$ cat src/rtl/yx_route_unit.sv
// Route-compute stage for one router input port: dimension-order routing on head
// flits, wormhole route lock for body/tail flits, one output register to the allocator.
module yx_route_unit #(
  parameter int unsigned COORD_W    = 4,
  parameter int unsigned FLIT_W     = 32,
  parameter int unsigned MESH_X     = 16,
  parameter int unsigned MESH_Y     = 16,
  parameter int unsigned ROUTE_MODE = 0,
  parameter int unsigned CNT_W      = 16
) (
  input  logic                 clk_i,
  input  logic                 rst_i,
  input  logic [2*COORD_W-1:0] router_addr_i,
  input  logic                 in_valid_i,
  output logic                 in_ready_o,
  input  logic [1:0]           in_type_i,
  input  logic [FLIT_W-1:0]    in_flit_i,
  output logic                 out_valid_o,
  input  logic                 out_ready_i,
  output logic [1:0]           out_type_o,
  output logic [FLIT_W-1:0]    out_flit_o,
  output logic [2:0]           out_dir_o,
  output logic                 err_o,
  output logic [CNT_W-1:0]     pkt_cnt_o
);

  typedef enum logic [1:0] {S_IDLE, S_LOCKED, S_DROP} state_t;

  localparam logic [2:0] DIR_N = 3'b000;
  localparam logic [2:0] DIR_S = 3'b001;
  localparam logic [2:0] DIR_W = 3'b010;
  localparam logic [2:0] DIR_E = 3'b011;
  localparam logic [2:0] DIR_L = 3'b100;

  // One extra bit so MESH_X/MESH_Y equal to 2^COORD_W still compare correctly.
  localparam logic [COORD_W:0] MX_L = (COORD_W+1)'(MESH_X);
  localparam logic [COORD_W:0] MY_L = (COORD_W+1)'(MESH_Y);

  state_t              state_q, state_d;
  logic [2:0]          route_q, route_d;
  logic                out_valid_q;
  logic [1:0]          out_type_q;
  logic [FLIT_W-1:0]   out_flit_q;
  logic [2:0]          out_dir_q;
  logic                err_q;
  logic [CNT_W-1:0]    cnt_q;

  logic [COORD_W-1:0]  dst_x, dst_y, my_x, my_y;
  logic [2:0]          x_dir, y_dir, route;
  logic                oob, accept, is_head, is_tail;
  logic                fwd, bad;
  logic [1:0]          fwd_type;
  logic [2:0]          fwd_dir;

  assign dst_x   = in_flit_i[2*COORD_W-1:COORD_W];
  assign dst_y   = in_flit_i[COORD_W-1:0];
  assign my_x    = router_addr_i[2*COORD_W-1:COORD_W];
  assign my_y    = router_addr_i[COORD_W-1:0];
  assign is_head = in_type_i[0];
  assign is_tail = in_type_i[1];

  assign in_ready_o = ~out_valid_q | out_ready_i;
  assign accept     = in_valid_i & in_ready_o;

  always_comb begin
    y_dir = (dst_y > my_y) ? DIR_S : DIR_N;
    x_dir = (dst_x > my_x) ? DIR_E : DIR_W;
    route = DIR_L;
    if (ROUTE_MODE == 0) begin
      if (dst_y != my_y)      route = y_dir;
      else if (dst_x != my_x) route = x_dir;
    end else begin
      if (dst_x != my_x)      route = x_dir;
      else if (dst_y != my_y) route = y_dir;
    end
    oob = ({1'b0, dst_x} >= MX_L) | ({1'b0, dst_y} >= MY_L);
  end

  always_comb begin
    state_d  = state_q;
    route_d  = route_q;
    fwd      = 1'b0;
    bad      = 1'b0;
    fwd_type = in_type_i;
    fwd_dir  = route;
    case (state_q)
      S_IDLE: begin
        if (!is_head) begin
          bad = 1'b1;
        end else if (oob) begin
          bad = 1'b1;
          if (!is_tail) state_d = S_DROP;
        end else begin
          fwd = 1'b1;
          if (!is_tail) begin
            state_d = S_LOCKED;
            route_d = route;
          end
        end
      end
      S_LOCKED: begin
        // A stray head inside a packet is demoted to body/tail and follows the lock.
        fwd      = 1'b1;
        fwd_dir  = route_q;
        fwd_type = {is_tail, 1'b0};
        bad      = is_head;
        if (is_tail) state_d = S_IDLE;
      end
      S_DROP: begin
        bad = is_head;
        if (is_tail) state_d = S_IDLE;
      end
      default: state_d = S_IDLE;
    endcase
  end

  always_ff @(posedge clk_i) begin
    if (rst_i) begin
      state_q     <= S_IDLE;
      route_q     <= DIR_L;
      out_valid_q <= 1'b0;
      out_type_q  <= '0;
      out_flit_q  <= '0;
      out_dir_q   <= DIR_L;
      err_q       <= 1'b0;
      cnt_q       <= '0;
    end else begin
      err_q <= accept & bad;
      if (accept) begin
        state_q <= state_d;
        route_q <= route_d;
      end
      if (accept && fwd) begin
        out_valid_q <= 1'b1;
        out_type_q  <= fwd_type;
        out_flit_q  <= in_flit_i;
        out_dir_q   <= fwd_dir;
      end else if (out_ready_i) begin
        out_valid_q <= 1'b0;
      end
      if (out_valid_q && out_ready_i && out_type_q[1]) cnt_q <= cnt_q + 1'b1;
    end
  end

  assign out_valid_o = out_valid_q;
  assign out_type_o  = out_type_q;
  assign out_flit_o  = out_flit_q;
  assign out_dir_o   = out_dir_q;
  assign err_o       = err_q;
  assign pkt_cnt_o   = cnt_q;

endmodule

$ cat config.mk
export PLATFORM = sky130hd
export DESIGN_NAME = yx_route_unit
export DESIGN_NICKNAME = d
export VERILOG_FILES = /design/src/rtl/yx_route_unit.sv
export SDC_FILE = /design/constraint.sdc
export NUM_CORES = 1
export LEC_CHECK = 0
export BUFFER_PORTS_ARGS = -buffer_cell sky130_fd_sc_hd__buf_2
export CORE_MARGIN = 2
export CORE_UTILIZATION = 45
export DETAILED_ROUTE_END_ITERATION = 16
export PLACE_DENSITY = 0.74
export SYNTH_ARGS = -nofsm -noshare
export SYNTH_HDL_FRONTEND = slang
export SYNTH_SLANG_ARGS = --single-unit
export TNS_END_PERCENT = 50
$ cat constraint.sdc
create_clock -name clk_i -period 2.2 [get_ports clk_i]
set_clock_uncertainty 0.05 [all_clocks]
set_input_delay 0.11 -clock clk_i [delete_from_list [all_inputs] [get_ports clk_i]]
set_output_delay 0.11 -clock clk_i [all_outputs]
set_load 0.02 [all_outputs]
==> impl_metrics.csv, run 1 <==
group,metric,value,unit
die,die_h,78.2,um
cts,clkSinkCount,59,
synthesis,synth_seq_cells,59,
worst_hold_path,hold_class,"in2reg",
sta,fin_crit_sh,89.3,%
global_route,gr-usage-all-layers,22.7,%
finish,drive_gt1_share,29.0,%
finish,final_util,66.2,%
power,comb_power_share,15.0,%
synthesis,synthTopCellsByArea,"dfxtp_1, nand2_1, a21oi_1",
global_route,antenna_found_initial,0,
worst_hold_path,min_delay_path_depth,3,
sta,slew_violations,0,
finish,diodes,0,
placement,placed_cell_area,0.00307,mm2
power,p_sw_share,25.9,%
synthesis,synth.net_count,356,
placement,dp_slack,0.257,ns
job,max_cap_viol_count,0,
detailed_routing,wl,6650,um
setup_path,cp_cell_sequence,"inv_1 -> ha_1 -> or3_1 -> buf_4 -> nand2_1 -> a21oi_1",
synthesis,yosysWarningCount,0,
cts,cts.repair.resized,0,
finish,final_cells,510,
die,pin_count,102,
global_route,grt-ovfl-total,0,
die,dieArea,0.00611,mm2
power,ir_worst_vdd,466,uV
sta,fin_setup_tns,0,ns
detailed_routing,drtIter0Drc,94,
detailed_routing,drt-pass1-iter-count,4,
finish,fin_area,0.00358,mm2
synthesis,yosysTopAreaCellShare,47.7,%
cts,htree_num_levels,3,
placement,place.port_buffers,101,
detailed_routing,num_vias,2595,
die,die_w,78.2,um
cts,clk_path_buf_depth,2,
power,pwr-share-seq,46.1,%
detailed_routing,drc,0,
setup_path,critical_path_required,2.32,ns
synthesis,synth_commonest_cells,"nand2_1, dfxtp_1, a21oi_1, nor2_1, inv_1",
global_route,grt_pass1_vias,2504,
worst_hold_path,hold_start,"in_flit_i[7]",
power,p_int,1.83,mW
sta,finalCriticalPeriod,1.96,ns
synthesis,synth.cell_area,0.00248,mm2
synthesis,synth_ff_type,"dfxtp_1",
worst_hold_path,whs_endpoint,"out_flit_o[7]",
sta,tightest_slew,0.859,ns
setup_path,reg2reg_to,"out_flit_o[29]",
placement,globalplace.congestion,0.834,
power,power_frac_clock,38.8,%
sta,setup_viol,0,
synthesis,synth_edf_count,0,
cts,clk_latency,0.33,ns
sta,whs,0.00132,ns
die,rows,27,
setup_path,slowest_stage,"or3_1",
cts,cts-root-buf,"clkbuf_8",
synthesis,ys_seq_area_share,47.7,%
placement,dp_cells,464,
power,finalPower,2.47,mW
sta,rsz0062_at_grt,"false",
synthesis,synth.distinct_cells,37,
placement,dp_hpwl,4190,um
die,coreArea,0.00541,mm2
detailed_routing,final_antenna_net_count,0,
sta,slew-limit-headroom,42.8,%
finish,final_nets,491,
global_route,grt_pass1_wl,11000,um
setup_path,arrival,2.08,ns
synthesis,syn_inst,299,
synthesis,async_flop_share,0,%
finish,area_delta_synth_final,44.5,%
cts,cts_tree,"built",
power,power-per-cell-area,691,mW/mm2
power,p_sw,641,uW
setup_path,reg2reg_from,"state_q[0]",
power,leakagePower,1.69,nW
sta,hold_violations,0,
setup_path,endpoint_kind,"register",
setup_path,critical-path-max-stage-delay,0.61,ns
synthesis,yosysTopAreaCell,"dfxtp_1",
cts,cts-buffers-inserted,9,
setup_path,crit_type,"reg2reg",
detailed_routing,viasPerCell,5.09,
synthesis,syn_area_per_cell,8.28,um2
global_route,grt_max_degree,48,
setup_path,critPathMaxFanout,24,
status,status,"finished, final reports clean",
synthesis,synth_most_common_cell,"nand2_1",
die,start_util,45.8,%
cts,cts.clk_slew.worst_paths,0.06,ns
detailed_routing,post_drt_wl_per_cell,13.0,um
setup_path,rr_worst_depth,6,
sta,setup_slack,0.236,ns
setup_path,crit_path_start_kind,"register",
setup_path,rrSetupSlack,0.24,ns
sta,clock.fmax,509,MHz
registers in the layout, indices dropped and copies added, names as in the netlist:
register and cells:
err_o 1, out_dir_o 3, out_flit_o 32, out_type_o 2, out_valid_o 1, pkt_cnt_o 16, route_q 3, state_q 1
worst max-delay path by stage:
| stage | from | end | slack [ns] | depth (start not counted) |
|---|---|---|---|---|
| 3_3_place_gp | state_q[0] | out_flit_o[23] | 0.33 | 6 |
| 3_5_place_dp | state_q[0] | out_flit_o[28] | 0.26 | 6 |
| 4_1_cts | state_q[0] | out_flit_o[28] | 0.24 | 6 |
| 2_1_floorplan | state_q[0] | out_flit_o[21] | 0.52 | 7 |
| 6_report | state_q[0] | out_flit_o[29] | 0.24 | 6 |
| 5_1_grt | state_q[0] | out_flit_o[20] | 0.10 | 6 |
power by group through the flow:
stage	Sequential (mW)	Combinational, mW	Clock [mW]
final	1.14	0.371	0.961
after global placement	1.16	0.317	0
after global routing	1.15	0.407	1.02
after floorplan	1.22	0.137	0
after detailed placement	1.16	0.324	0
after CTS	1.14	0.368	0.971
metal layers:
metal / wire, um / track usage, % / part of all wire [%] / vias up
met3: 410 / 5.98 / 6.2 / 16
met1: 2860 / 26.5 / 43 / 1200
li1: - / - / - / 1284
met4: 165 / 11.4 / 2.5 / 0
met2: 3210 / 38.4 / 48 / 95
met5: 0 / 0 / 0 / -
layout make-up:
type                            count  area [um2]
Timing Repair Buffer              139         868
Sequential cell                    59        1180
Multi-Input combinational cell    210        1180
Clock inverter                      1        5.00
Tap cell                           72        90.1
Inverter                           15        56.3
Clock buffer                       14         193
Fill cell                         473        1830
kinds of logic (layout without fill, tap and decap cells):
| group | Yosys count | in the layout | synth area share [%] |
|---|---|---|---|
| adders and majority gates | 11 | 11 | 5.56 |
| muxes | 2 | 2 | 0.859 |
| buffers and inverters | 30 | 169 | 4.70 |
| AOI/OAI and AO/OA | 57 | 57 | 13.0 |
| xor gates and xnor gates | 9 | 9 | 3.18 |
| DFF | 59 | 59 | 47.7 |
| and+or+nand+nor | 131 | 131 | 25.0 |
cells in the final DEF (no fill, tap or decap), types with 4 or more instances in the layout:
cell type / n
a21oi_1: 43
buf_2: 101
buf_4: 7
clkbuf_8: 14
dfxtp_1: 59
dlygate4sd3_1: 31
ha_1: 11
inv_1: 15
nand2_1: 73
nand3_1: 5
nand4_1: 9
nor2_1: 16
or3_1: 5
or4_1: 4
xor2_1: 8
worst max-delay path, delay by kind of cell, from the launching register on:
family | cells | cell delay [ns]
DFF | 1 | 0.33
buffers and inverters | 2 | 0.41
and+or+nand+nor | 2 | 0.71
AOI/OAI and AO/OA | 1 | 0.07
adders and majority gates | 1 | 0.23
timing repair:
item	in CTS	in global routing
hold endpoints to repair	31	0
buffers inserted	0	0
hold buffers	31	0
(Power assumes the default switching activity.)
==> run 2, diff against run 1 <==
--- a/config.mk
+++ b/config.mk
@@ -5,11 +5,12 @@
 export SDC_FILE = /design/constraint.sdc
 export NUM_CORES = 1
 export LEC_CHECK = 0
-export BUFFER_PORTS_ARGS = -buffer_cell sky130_fd_sc_hd__buf_2
+export ABC_AREA = 1
+export BUFFER_PORTS_ARGS = -buffer_cell sky130_fd_sc_hd__clkbuf_2
 export CORE_MARGIN = 2
 export CORE_UTILIZATION = 45
 export DETAILED_ROUTE_END_ITERATION = 16
-export PLACE_DENSITY = 0.74
+export PLACE_DENSITY = 0.73
 export SYNTH_ARGS = -nofsm -noshare
 export SYNTH_HDL_FRONTEND = slang
 export SYNTH_SLANG_ARGS = --single-unit
==> run 2 against run 1 <==
Effect of this change: core utilization increased by 0.33 points; global-route usage increased by 0.40 points; register-to-register slack improved by 0.19 ns; largest power group unchanged; critical path type unchanged; highest routed layer unchanged; non-clock buffer count decreased by 4; cell count increased by 12%; hold slack improved by 0.018 ns.
==> impl_metrics.csv, run 2 <==
group,metric,value,unit
power,leakagePower,1.82,nW
cts,clkSinkCount,59,
cts,clk_latency,0.33,ns
global_route,grt_pass1_vias,2602,
sta,rsz0062_at_grt,"false",
finish,final_nets,550,
sta,finalCriticalPeriod,1.77,ns
sta,clock.fmax,565,MHz
setup_path,reg2reg_from,"state_q[0]",
finish,seq_area,0.00118,mm2
finish,fin_area,0.00371,mm2
cts,cts_hold_buffers,31,
finish,final_common_cell,"clkbuf_2",
sta,fin_crit_sh,80.5,%
detailed_routing,wl,7020,um
die,coreArea,0.00557,mm2
setup_path,reg2reg_to,"out_dir_o[0]",
power,comb_power_share,15.4,%
synthesis,synth.net_count,417,
sta,tightest_slew,0.609,ns
placement,globalplace.congestion,0.826,
global_route,gr-usage-all-layers,23.1,%
synthesis,synth_commonest_cells,"nor2_1, dfxtp_1, nand2_1, inv_1, o21ai_0",
placement,dp_cells,523,
finish,drive_gt1_share,26.5,%
sta,slew-limit-headroom,59.3,%
power,p_sw,749,uW
placement,place.port_buffers,101,
finish,final_util,66.5,%
cts,cts-root-buf,"clkbuf_8",
setup_path,arrival,1.94,ns
sta,hold_violations,0,
finish,layout_common_cells,"clkbuf_2, nor2_1, dfxtp_1",
cts,postCtsSetupRepairBufs,0,
cts,cts.clk_slew.worst_paths,0.07,ns
cts,cts-buffers-inserted,9,
sta,setup_viol,0,
detailed_routing,drtIter0Drc,86,
synthesis,syn_inst,360,
die,die_h,80.6,um
die,die_w,80.6,um
finish,final_cells,570,
worst_hold_path,min_delay_path_depth,3,
synthesis,synth.distinct_cells,29,
cts,cts_tree,"built",
setup_path,critical_path_required,2.37,ns
synthesis,yosysWarningCount,0,
die,dieArea,0.00650,mm2
worst_hold_path,hold_class,"in2reg",
worst_hold_path,whs_endpoint,"out_flit_o[1]",
global_route,grt_pass1_wl,11500,um
sta,fin_setup_tns,0,ns
setup_path,crit_type,"reg2reg",
finish,area_delta_synth_final,40.4,%
global_route,antenna_found_initial,0,
finish,fillers,496,
worst_hold_path,hold_start,"in_flit_i[1]",
detailed_routing,drc,0,
synthesis,async_flop_share,0,%
finish,multi_input_area,0.00123,mm2
detailed_routing,final_antenna_net_count,0,
synthesis,synth_most_common_cell,"nor2_1",
synthesis,synth.cell_area,0.00264,mm2
setup_path,crit_path_start_kind,"register",
global_route,grt_max_degree,38,
setup_path,rr_worst_depth,6,
detailed_routing,num_vias,2743,
detailed_routing,viasPerCell,4.81,
power,p_sw_share,27.8,%
die,rows,27,
synthesis,synth_seq_cells,59,
cts,htree_num_levels,3,
placement,dp_hpwl,4660,um
synthesis,synthTopCellsByArea,"dfxtp_1, nor2_1, nand2_1",
die,pin_count,102,
detailed_routing,post_drt_wl_per_cell,12.3,um
detailed_routing,drt-pass1-iter-count,4,
synthesis,synth_edf_count,0,
synthesis,synth_ff_type,"dfxtp_1",
power,p_int,1.94,mW
finish,diodes,0,
synthesis,yosysTopAreaCellShare,44.7,%
setup_path,endpoint_kind,"register",
synthesis,yosysTopAreaCell,"dfxtp_1",
power,power-per-cell-area,726,mW/mm2
finish,largest_register_ffs,32,
placement,placed_cell_area,0.00317,mm2
setup_path,rrSetupSlack,0.43,ns
synthesis,ys_seq_area_share,44.7,%
global_route,grt-ovfl-total,0,
power,ir_worst_vdd,731,uV
cts,cts.repair.resized,0,
setup_path,critPathMaxFanout,37,
job,max_cap_viol_count,0,
synthesis,syn_area_per_cell,7.34,um2
status,status,"finished, final reports clean",
power,pwr-share-seq,43.4,%
sta,slew_violations,0,
power,power_frac_clock,41.2,%
die,start_util,47.4,%
cts,clk_path_buf_depth,2,
==> run 2: per-layer routing <==
metal  track usage (%)  part of all wire (%)  vias up
li1                  -                     -     1419
met1              26.8                    43     1225
met2              38.5                    49       88
met3              9.21                   7.2       11
met4              7.97                   1.6        0
met5                 0                     0        -
==> run 2: worst max-delay path by stage <==
stage                  from            end  slack, ns  cells past startpoint
2_1_floorplan  pkt_cnt_o[1]  pkt_cnt_o[14]       0.78                      8
3_3_place_gp     state_q[0]   out_dir_o[1]       0.53                      6
3_5_place_dp     state_q[0]   out_dir_o[0]       0.45                      6
4_1_cts          state_q[0]   out_dir_o[0]       0.43                      6
5_1_grt          state_q[0]   out_dir_o[1]       0.28                      6
6_report         state_q[0]   out_dir_o[0]       0.43                      6
==> run 2: power groups by stage <==
stage          registers, mW  logic, mW  clock network [mW]
3_5_place_dp            1.19      0.367                   0
3_3_place_gp            1.19      0.359                   0
4_1_cts                 1.17      0.411                1.14
2_1_floorplan           1.26      0.164                   0
5_1_grt                 1.17      0.460                1.19
6_report                1.17      0.414                1.11
==> run 2: metrics by stage <==
stage | hold slack [ns] | power [mW] | worst slack, ns
after floorplan | 0.160 | 1.42 | 0.779
after detailed placement | 0.290 | 1.56 | 0.447
after global routing | 0.0203 | 2.83 | 0.282
final | 0.0193 | 2.69 | 0.429
after CTS | 0.0127 | 2.71 | 0.432
after global placement | 0.281 | 1.55 | 0.527
==> run 2: critical path, stage by stage (launching register included) <==
cell and delay (ns):
dfxtp_1 0.37, inv_1 0.13, ha_1 0.24, nor2_4 0.26
inv_2 0.30, a21oi_1 0.21, a21oi_1 0.09
==> run 2: area by class of cell <==
cell class,count,area share (%)
clock buffers,9,3.34
clock inverters,7,2.73
inverters,37,3.74
multi-input cells,251,33.3
flip-flops and latches,59,31.8
well taps,72,2.43
repair buffers,135,22.6
==> run 2: cells by family after synthesis <==
| family | count (synthesis) | synth area share, % |
|---|---|---|
| fa+ha+maj | 11 | 5.21 |
| simple gates | 168 | 27.5 |
| buf+inv | 50 | 8.53 |
| compound gates | 72 | 14.0 |
| flops | 59 | 44.7 |
==> run 3, diff against run 2 <==
--- a/config.mk
+++ b/config.mk
@@ -8,9 +8,9 @@
 export ABC_AREA = 1
 export BUFFER_PORTS_ARGS = -buffer_cell sky130_fd_sc_hd__clkbuf_2
 export CORE_MARGIN = 2
-export CORE_UTILIZATION = 45
+export CORE_UTILIZATION = 44
 export DETAILED_ROUTE_END_ITERATION = 16
-export PLACE_DENSITY = 0.73
+export PLACE_DENSITY = 0.74
 export SYNTH_ARGS = -nofsm -noshare
 export SYNTH_HDL_FRONTEND = slang
 export SYNTH_SLANG_ARGS = --single-unit
==> constraint.sdc (replaced) <==
create_clock -name clk_i -period 1.4 [get_ports clk_i]
set_clock_uncertainty 0.05 [all_clocks]
set_input_delay 0.07 -clock clk_i [delete_from_list [all_inputs] [get_ports clk_i]]
set_output_delay 0.07 -clock clk_i [all_outputs]
set_load 0.02 [all_outputs]
==> run 3 against run 2 <==
Effect of this change: global-route usage fell by 0.62 points; core utilization fell by 0.69 points; fmax rose by 36%; count of clock-buffer cells in the layout rose by 1; die area rose by 2.2%; non-clock buffer count rose by 17; critical endpoint is now pkt_cnt_o[14].
==> impl_metrics.csv, run 3 (synthesized netlist as in run 2, its figures left out) <==
group,metric,value,unit
status,status,"finished, final reports clean",
detailed_routing,post_drt_wl_per_cell,11.9,um
setup_path,critical_path_required,1.58,ns
placement,place.port_buffers,101,
power,p_sw_share,27.6,%
finish,largest_register_ffs,32,
finish,final_nets,567,
die,die_h,81.5,um
cts,clk_path_buf_depth,2,
die,pin_count,102,
global_route,grt_max_degree,38,
placement,globalplace.congestion,0.778,
detailed_routing,viasPerCell,4.90,
setup_path,cp_cell_sequence,"ha_1 -> inv_1 -> nor2_4 -> nand3_4 -> nor2_4 -> nand3_1 -> nand2_1 -> nor2_2",
detailed_routing,drtIter0Drc,78,
cts,cts-buffers-inserted,9,
power,leakagePower,1.89,nW
detailed_routing,final_antenna_net_count,0,
power,finalPower,3.98,mW
setup_path,slowest_stage,"dfxtp_4",
power,ir_worst_vdd,782,uV
placement,dp_hpwl,4720,um
cts,clk_latency,0.33,ns
power,comb_power_share,17.5,%
power,power-per-cell-area,1030,mW/mm2
cts,clkSinkCount,59,
setup_path,crit_type,"reg2reg",
power,power_frac_clock,36.4,%
finish,final_util,65.8,%
power,p_int,2.88,mW
finish,diodes,0,
die,dieArea,0.00664,mm2
sta,fin_crit_sh,93.2,%
placement,dp_slack,-0.0614,ns
sta,slew_violations,0,
setup_path,rrSetupSlack,0.1,ns
setup_path,reg2reg_from,"pkt_cnt_o[1]",
setup_path,reg2reg_to,"pkt_cnt_o[14]",
setup_path,critical-path-max-stage-delay,0.37,ns
placement,dp_cells,538,
cts,cts.clk_slew.worst_paths,0.06,ns
sta,whs,0.0581,ns
worst_hold_path,min_delay_path_depth,3,
detailed_routing,drt-pass1-iter-count,4,
sta,setup_viol,0,
global_route,grt-ovfl-total,0,
worst_hold_path,hold_class,"in2reg",
setup_path,rr_worst_depth,8,
setup_path,arrival,1.48,ns
finish,area_delta_synth_final,45.9,%
sta,hold_violations,0,
job,max_cap_viol_count,0,
sta,clock.fmax,766,MHz
finish,layout_common_cells,"clkbuf_2, nor2_1, nand2_1",
global_route,grt_pass1_wl,11500,um
finish,final_cells,589,
setup_path,crit_path_start_kind,"register",
die,rows,28,
global_route,antenna_found_initial,0,
power,p_sw,1.10,mW
sta,tightest_slew,0.365,ns
sta,finalCriticalPeriod,1.30,ns
finish,drive_gt1_share,30.7,%
worst_hold_path,hold_start,"rst_i",
finish,final_common_cell,"clkbuf_2",
die,start_util,45.1,%
setup_path,critPathMaxFanout,5,
cts,cts_tree,"built",
detailed_routing,wl,7020,um
cts,cts-root-buf,"clkbuf_8",
sta,setup_slack,0.0951,ns
cts,htree_num_levels,3,
global_route,grt_pass1_vias,2672,
detailed_routing,num_vias,2888,
worst_hold_path,whs_endpoint,"pkt_cnt_o[14]",
setup_path,endpoint_kind,"register",
die,coreArea,0.00585,mm2
die,die_w,81.5,um
sta,slew-limit-headroom,75.6,%
global_route,gr-usage-all-layers,22.5,%
power,pwr-share-seq,46.1,%
setup_path,path_common_cell,"nor2_4",
detailed_routing,drc,0,
run 3: changes by cell type in the layout (fill, tap and decap cells not counted), sizes merged:
cell         before  now
bufinv            2    1
buf               3   17
clkbuf          110  111
dlygate4sd3      31   34
inv              38   37
run 3: worst max-delay path, delay by kind of cell (launching register included):
kind	cells	cell delay [ns]
flip-flops	1	0.37
AND/OR/NAND/NOR	6	0.56
buffers and inverters	1	0.08
adder cells (fa/ha/maj)	1	0.14
run 3: area by class of cell:
class / count / area (um2)
Sequential cell: 59 / 1190
Clock inverter: 5 / 55.1
Multi-Input combinational cell: 251 / 1250
Clock buffer: 10 / 128
Fill cell: 472 / 2000
Tap cell: 75 / 93.8
Timing Repair Buffer: 152 / 985
Inverter: 37 / 141
run 3: worst max-delay path by stage:
stage | start | end | slack [ns] | cells after the start
final | pkt_cnt_o[1] | pkt_cnt_o[14] | 0.1 | 8
after global routing | pkt_cnt_o[5] | pkt_cnt_o[15] | -0.0009 | 8
after detailed placement | state_q[0] | out_valid_o | -0.06 | 7
after global placement | out_valid_o | out_valid_o | -0.01 | 7
after CTS | state_q[0] | out_flit_o[10] | 0.02 | 7
after floorplan | pkt_cnt_o[0] | pkt_cnt_o[14] | 0.005 | 8
run 3: what timing repair did:
item / CTS / global route
hold endpoints to repair: 35 / 0
hold buffers: 34 / 0
gates resized for setup: 1 / 20
setup buffers: 0 / 2
pin swaps: 0 / 4
setup endpoints to repair: 31 / 33
run 3: stage by stage:
step / instance area [um2] / setup TNS, ns
after global placement: 3270 / -0.0135
after CTS: 3790 / 0
final: 3850 / 0
after floorplan: 2640 / 0
after global routing: 3850 / -0.000874
after detailed placement: 3270 / -0.362
run 3: power groups by stage:
stage	Sequential (mW)	Combinational, mW	Clock (mW)
2_1_floorplan	1.98	0.258	0
6_report	1.83	0.697	1.45
5_1_grt	1.84	0.774	1.57
3_3_place_gp	1.87	0.592	0
3_5_place_dp	1.87	0.606	0
4_1_cts	1.83	0.681	1.50
run 3: layer usage:
| layer | vias to the layer above | GRT usage [%] | part of all wire [%] |
|---|---|---|---|
| li1 | 1457 | - | - |
| met5 | - | 0 | 0 |
| met3 | 9 | 9.67 | 8.8 |
| met1 | 1318 | 25.2 | 41 |
| met4 | 0 | 7.12 | 0.94 |
| met2 | 104 | 38.4 | 49 |
